===== src/rtl/rf_writeback_ctrl.sv =====
// Writeback controller: merges ALU and load results into an in-order queue and
// drains it through the register file's single write port, one write per cycle.
module rf_writeback_ctrl #(
    parameter int DEPTH = 4
) (
    input  logic        clk,
    input  logic        rst_n,
    input  logic        i_alu_vld,
    input  logic [3:0]  i_alu_addr,
    input  logic [15:0] i_alu_data,
    output logic        o_alu_rdy,
    input  logic        i_mem_vld,
    input  logic [3:0]  i_mem_addr,
    input  logic [15:0] i_mem_data,
    output logic        o_mem_rdy,
    input  logic [3:0]  i_chk_addr0,
    input  logic [3:0]  i_chk_addr1,
    output logic        o_pend0,
    output logic        o_pend1,
    input  logic        i_hlt_req,
    output logic [3:0]  o_dst_addr,
    output logic [15:0] o_dst,
    output logic        o_we,
    output logic        o_hlt
);

    localparam int AW = $clog2(DEPTH);
    localparam int CW = AW + 1;

    typedef enum logic [1:0] {S_RUN, S_DRAIN, S_HALT} state_t;

    state_t        r_state;
    logic [3:0]    r_addr [DEPTH];
    logic [15:0]   r_data [DEPTH];
    logic [AW-1:0] r_wptr;
    logic [AW-1:0] r_rptr;
    logic [CW-1:0] r_count;
    logic [3:0]    r_dst_addr;
    logic [15:0]   r_dst;
    logic          r_we;
    logic          r_hlt;

    logic [CW-1:0]    w_free;
    logic             w_run;
    logic             w_mem_push;
    logic             w_alu_push;
    logic             w_pop;
    logic [AW-1:0]    w_alu_ptr;
    logic [DEPTH-1:0] w_occ;
    logic             w_hit0;
    logic             w_hit1;

    // Ready is based on registered occupancy only; a pop in the same cycle is not credited.
    assign w_free     = CW'(DEPTH) - r_count;
    assign w_run      = (r_state == S_RUN);
    assign o_alu_rdy  = w_run && (w_free >= CW'(2));
    assign o_mem_rdy  = w_run && (w_free != '0);

    assign w_mem_push = i_mem_vld && o_mem_rdy && (i_mem_addr != 4'd0);
    assign w_alu_push = i_alu_vld && o_alu_rdy && (i_alu_addr != 4'd0);
    assign w_pop      = (r_count != '0);
    assign w_alu_ptr  = r_wptr + AW'(w_mem_push);

    always_comb begin
        w_occ = '0;
        for (int i = 0; i < DEPTH; i++) begin
            w_occ[i] = ({1'b0, AW'(i) - r_rptr} < r_count);
        end
    end

    always_comb begin
        w_hit0 = r_we && (r_dst_addr == i_chk_addr0);
        w_hit1 = r_we && (r_dst_addr == i_chk_addr1);
        for (int i = 0; i < DEPTH; i++) begin
            if (w_occ[i] && (r_addr[i] == i_chk_addr0)) w_hit0 = 1'b1;
            if (w_occ[i] && (r_addr[i] == i_chk_addr1)) w_hit1 = 1'b1;
        end
    end

    assign o_pend0 = (i_chk_addr0 != 4'd0) && w_hit0;
    assign o_pend1 = (i_chk_addr1 != 4'd0) && w_hit1;

    // Storage needs no reset: occupancy is tracked entirely by the pointers and count.
    always_ff @(posedge clk) begin
        if (w_mem_push) begin
            r_addr[r_wptr] <= i_mem_addr;
            r_data[r_wptr] <= i_mem_data;
        end
        if (w_alu_push) begin
            r_addr[w_alu_ptr] <= i_alu_addr;
            r_data[w_alu_ptr] <= i_alu_data;
        end
    end

    always_ff @(posedge clk or negedge rst_n) begin
        if (!rst_n) begin
            r_state    <= S_RUN;
            r_wptr     <= '0;
            r_rptr     <= '0;
            r_count    <= '0;
            r_dst_addr <= '0;
            r_dst      <= '0;
            r_we       <= 1'b0;
            r_hlt      <= 1'b0;
        end else begin
            r_wptr  <= r_wptr + AW'(w_mem_push) + AW'(w_alu_push);
            r_count <= r_count + CW'(w_mem_push) + CW'(w_alu_push) - CW'(w_pop);
            r_we    <= w_pop;
            if (w_pop) begin
                r_dst_addr <= r_addr[r_rptr];
                r_dst      <= r_data[r_rptr];
                r_rptr     <= r_rptr + AW'(1);
            end
            case (r_state)
                S_RUN: begin
                    if (i_hlt_req) r_state <= S_DRAIN;
                end
                S_DRAIN: begin
                    // Wait for the last presented write to retire before signalling.
                    if ((r_count == '0) && !r_we) begin
                        r_state <= S_HALT;
                        r_hlt   <= 1'b1;
                    end
                end
                S_HALT: begin
                    r_hlt <= 1'b1;
                end
                default: r_state <= S_RUN;
            endcase
        end
    end

    assign o_dst_addr = r_dst_addr;
    assign o_dst      = r_dst;
    assign o_we       = r_we;
    assign o_hlt      = r_hlt;

endmodule

===== config.mk =====
export PLATFORM = sky130hd
export DESIGN_NAME = rf_writeback_ctrl
export DESIGN_NICKNAME = d
export VERILOG_FILES = /design/src/rtl/rf_writeback_ctrl.sv
export SDC_FILE = /design/constraint.sdc
export NUM_CORES = 1
export LEC_CHECK = 0
export CORE_ASPECT_RATIO = 0.5
export CORE_MARGIN = 3
export CORE_UTILIZATION = 50
export CTS_CLUSTER_SIZE = 14
export DETAILED_ROUTE_END_ITERATION = 8
export PLACE_DENSITY = 0.84
export SKIP_CTS_REPAIR_TIMING = 1
export SYNTH_ARGS = -nofsm -noshare
export SYNTH_HDL_FRONTEND = slang
export SYNTH_SLANG_ARGS = --single-unit
export TNS_END_PERCENT = 50

===== constraint.sdc =====
create_clock -name clk -period 3.76 [get_ports clk]
set_input_delay 0.376 -clock clk [delete_from_list [all_inputs] [get_ports clk]]
set_output_delay 0.376 -clock clk [all_outputs]
set_load 0.01 [all_outputs]

==> qor.log <==
INFO  synthesis      postSynthRegisterBits=111
INFO  timing         fin_worst_hold_slack=0.421ns
INFO  critical_path  r2r_setup_slack=0.38ns
INFO  floorplan      design.die.area=0.0136mm^2
INFO  floorplan      core_region_area=0.0114mm^2
INFO  global_routing global_route_wire_length_before_repair=21.8mm
INFO  power          power-per-cell-area=601mW/mm^2
INFO  finish         area_growth=20.8%
INFO  synthesis      synthesized_nets=496
INFO  finish         drive_above_1_share=0.276
INFO  synthesis      synth_edf_count=80
INFO  synthesis      syn_avg_cell_area=14.1um^2
INFO  routing        wl_per_cell=19.6um
INFO  critical_path  critical_path.endpoint_type=flop
INFO  worst_hold_path timing.hold.worst.class=input pin to async pin
INFO  critical_path  signal_arrival_time_at_the_worst_endpoint=3.49ns
INFO  timing         totalNegativeSetupSlack=0ns
INFO  run_status     run_status=finished clean
INFO  timing         final-hold-violation-count=0
INFO  timing         grt_setup_unrepaired=false
INFO  critical_path  timing.critical_path.required=3.87ns
INFO  floorplan      die_height=83.9um
INFO  timing         timing.slew.headroom=0.596
INFO  clocking       cts_root_cell=sky130_fd_sc_hd__clkbuf_16
INFO  synthesis      sequential_cell_area_fraction_in_the_yosys_report=0.523
INFO  synthesis      synth_top_area_cell=sky130_fd_sc_hd__edfxtp_1
INFO  synthesis      yosys_most_used_dff=sky130_fd_sc_hd__edfxtp_1
INFO  clocking       clock_path_buffers=2
INFO  critical_path  timing.reg2reg.worst_path_depth=11
INFO  flow_run       cap_violations=0
INFO  routing        drt_pre_antenna_iters=4
INFO  synthesis      synth-warning-count=0
INFO  finish         multiInputGateArea=0.00268mm^2
INFO  power          net-switching-power=1.48mW
INFO  timing         achievable-frequency=296MHz
INFO  critical_path  crit_reg_reg_endpoint=r_data[1][8]
INFO  finish         finish.net_count=579
INFO  timing         period_needed=3.38ns
INFO  clocking       cts.sink_count=111
INFO  finish         post-route-util=0.642
INFO  power          share_clk_of_total_power=0.203
INFO  finish         num-fill-cells=823
INFO  place          post-place-ws=0.330ns
INFO  floorplan      start_util=0.532
INFO  timing         worst_slack=0.382ns
INFO  synthesis      synth_largest_type_area_fraction=0.396
INFO  synthesis      synth.lib_cells_used.distinct=35
INFO  place          finalWeightedCongestion=0.909
INFO  timing         fin_worst_skew=0.00926ns
INFO  synthesis      syn-instance-count=430
INFO  finish         antennaDiodeCount=0
INFO  global_routing pin_count_of_the_biggest_net_entering_global_routing=32
INFO  floorplan      io-pin-count=79
INFO  synthesis      synth-async-reset-ratio=0.279
INFO  finish         regArea=0.00318mm^2
INFO  routing        vias=3719
INFO  power          p_leak=2.83nW
INFO  place          placement.cell_area=0.00706mm^2
INFO  routing        drtAntennaViolNets=0
INFO  synthesis      netlist_area=0.00607mm^2
INFO  place          io_buffer_count=78
INFO  power          power_frac_seq=0.401
INFO  synthesis      yosysMostFrequentCell=sky130_fd_sc_hd__edfxtp_1
INFO  critical_path  critical_path.startpoint_type=flop
INFO  power          sw_frac_of_total=0.336
INFO  place          hpwlAfterDp=9.27mm
INFO  power          combPwrFrac=0.396
INFO  routing        route.final.wire_length=13.3mm
INFO  timing         report.final.setup_viol=0
INFO  critical_path  critPathMaxFanout=8
INFO  routing        iteration_0_drc_count_of_the_detailed_router=262
INFO  power          irDropWorstVdd=0.000312V
INFO  synthesis      post_synth_main_area_contributors=sky130_fd_sc_hd__edfxtp_1 (40%), sky130_fd_sc_hd__dfrtp_1 (13%), sky130_fd_sc_hd__mux2_4 (9.4%)
INFO  power          internal-power=2.93mW
INFO  clocking       clk_latency=0.36ns
INFO  floorplan      die_width=162um
INFO  timing         final_min_period_over_clock_period=0.898
INFO  timing         maxSlewViolCount=0
INFO  finish         finish.instance_area=0.00733mm^2
INFO  routing        drc=0
INFO  clocking       cts_max_level=3
INFO  global_routing number_of_antenna_violations_at_the_first_check_in_global_routing=0
INFO  global_routing globalRouteTotalUtil=0.206
INFO  global_routing grt_overflow=0
INFO  critical_path  critical_setup_path_class=flop to flop
INFO  clocking       tritoncts=built
INFO  timing         worst_margin_slew=0.607ns
INFO  floorplan      std_cell_rows=27
INFO  global_routing grt_pass1_vias=3975
INFO  routing        detail_route.vias_per_cell=5.49
INFO  synthesis      leading_post_synthesis_cells_by_instance_count=sky130_fd_sc_hd__edfxtp_1 (80), sky130_fd_sc_hd__nand2_1 (68), sky130_fd_sc_hd__mux2_2 (43)
INFO  clocking       path_clk_slew=0.08ns
INFO  clocking       cts_made_buffers=9
INFO  critical_path  reg2reg_from=r_count[1]
## sequential cells by signal, summed over array words and instances (netlist names)
signal and count:
r_data 64, o_dst 16, r_addr 16, o_dst_addr 4
r_count 3, r_rptr 2, r_state 2, r_wptr 2
o_hlt 1, o_we 1
## cells by family after synthesis
family                   after synthesis  synth area share
flip-flops                           111             0.523
adder cells (fa/ha/maj)               13            0.0293
AO/OA/AOI/OAI                         14            0.0150
XOR/XNOR                              48            0.0692
AND/OR/NAND/NOR                      104            0.0797
buffers and inverters                 39            0.0354
multiplexers                         101             0.248
## power groups by stage
stage / logic, mW / registers [mW] / clock network (mW)
2_1_floorplan: 1.09 / 1.78 / 0
3_3_place_gp: 1.69 / 1.78 / 0
3_5_place_dp: 1.75 / 1.79 / 0
4_1_cts: 1.76 / 1.77 / 0.911
5_1_grt: 1.91 / 1.80 / 0.962
6_report: 1.74 / 1.77 / 0.896
## cells in the final DEF, fill, tap and decap left out, types with 3 or more instances in the layout
| master | synthesis | routed |
|---|---|---|
| sky130_fd_sc_hd__a21oi_1 | 3 | 3 |
| sky130_fd_sc_hd__clkbuf_16 | 0 | 9 |
| sky130_fd_sc_hd__edfxtp_1 | 80 | 80 |
| sky130_fd_sc_hd__nor4_1 | 8 | 8 |
| sky130_fd_sc_hd__mux2_4 | 38 | 38 |
| sky130_fd_sc_hd__nand2_1 | 68 | 68 |
| sky130_fd_sc_hd__nor2_1 | 4 | 4 |
| sky130_fd_sc_hd__dfrtp_1 | 31 | 31 |
| sky130_fd_sc_hd__nand3_1 | 6 | 6 |
| sky130_fd_sc_hd__ha_1 | 11 | 11 |
| sky130_fd_sc_hd__xnor2_1 | 15 | 15 |
| sky130_fd_sc_hd__buf_4 | 0 | 20 |
| sky130_fd_sc_hd__nor3_1 | 6 | 6 |
| sky130_fd_sc_hd__clkdlybuf4s50_1 | 0 | 78 |
| sky130_fd_sc_hd__mux2_2 | 43 | 43 |
| sky130_fd_sc_hd__inv_1 | 11 | 11 |
| sky130_fd_sc_hd__xor2_1 | 33 | 33 |
| sky130_fd_sc_hd__o21ai_0 | 4 | 4 |
| sky130_fd_sc_hd__mux4_2 | 20 | 20 |
## worst max-delay path by stage
stage,startpoint,to,slack [ns],cells past startpoint
4_1_cts,r_count[1],r_data[1][10],0.46,11
2_1_floorplan,r_count[1],r_addr[2][0],0.48,10
3_5_place_dp,i_mem_addr[0],r_data[1][8],0.33,9
5_1_grt,r_count[1],r_data[1][7],0.21,11
6_report,r_count[1],r_data[1][8],0.38,11
3_3_place_gp,i_mem_addr[0],r_data[1][13],0.42,9
## metal layers
metal  track usage  vias up  wire [um]
met3        0.0471       17        738
met5             0        -          0
met1         0.265     1864       5740
li1              -     1730          -
met4        0.0836        0        172
met2         0.339      108       6600
## critical path, cell delays in order, from the launching register on
cell and delay [ns]:
sky130_fd_sc_hd__dfrtp_1 0.39, sky130_fd_sc_hd__inv_1 0.17, sky130_fd_sc_hd__ha_1 0.24, sky130_fd_sc_hd__ha_1 0.18
sky130_fd_sc_hd__nor3_1 0.36, sky130_fd_sc_hd__nand3_1 0.23, sky130_fd_sc_hd__inv_1 0.15, sky130_fd_sc_hd__ha_1 0.21
sky130_fd_sc_hd__xnor2_1 0.25, sky130_fd_sc_hd__nand3_1 0.37, sky130_fd_sc_hd__buf_4 0.30, sky130_fd_sc_hd__mux2_2 0.28
## layout make-up
class	count	area share
Clock buffer	9	0.0307
Multi-Input combinational cell	280	0.366
Clock inverter	7	0.00631
Sequential cell	111	0.433
Timing Repair Buffer	99	0.130
Inverter	12	0.00683
Tap cell	159	0.0271
## through the flow
step / power (mW) / cells
floorplan: 2.88 / 430
finish: 4.41 / 677
global route: 4.67 / 677
detailed placement: 3.54 / 661
CTS: 4.44 / 677
global placement: 3.47 / 661
Note: power is estimated with default switching activity, not from simulation.
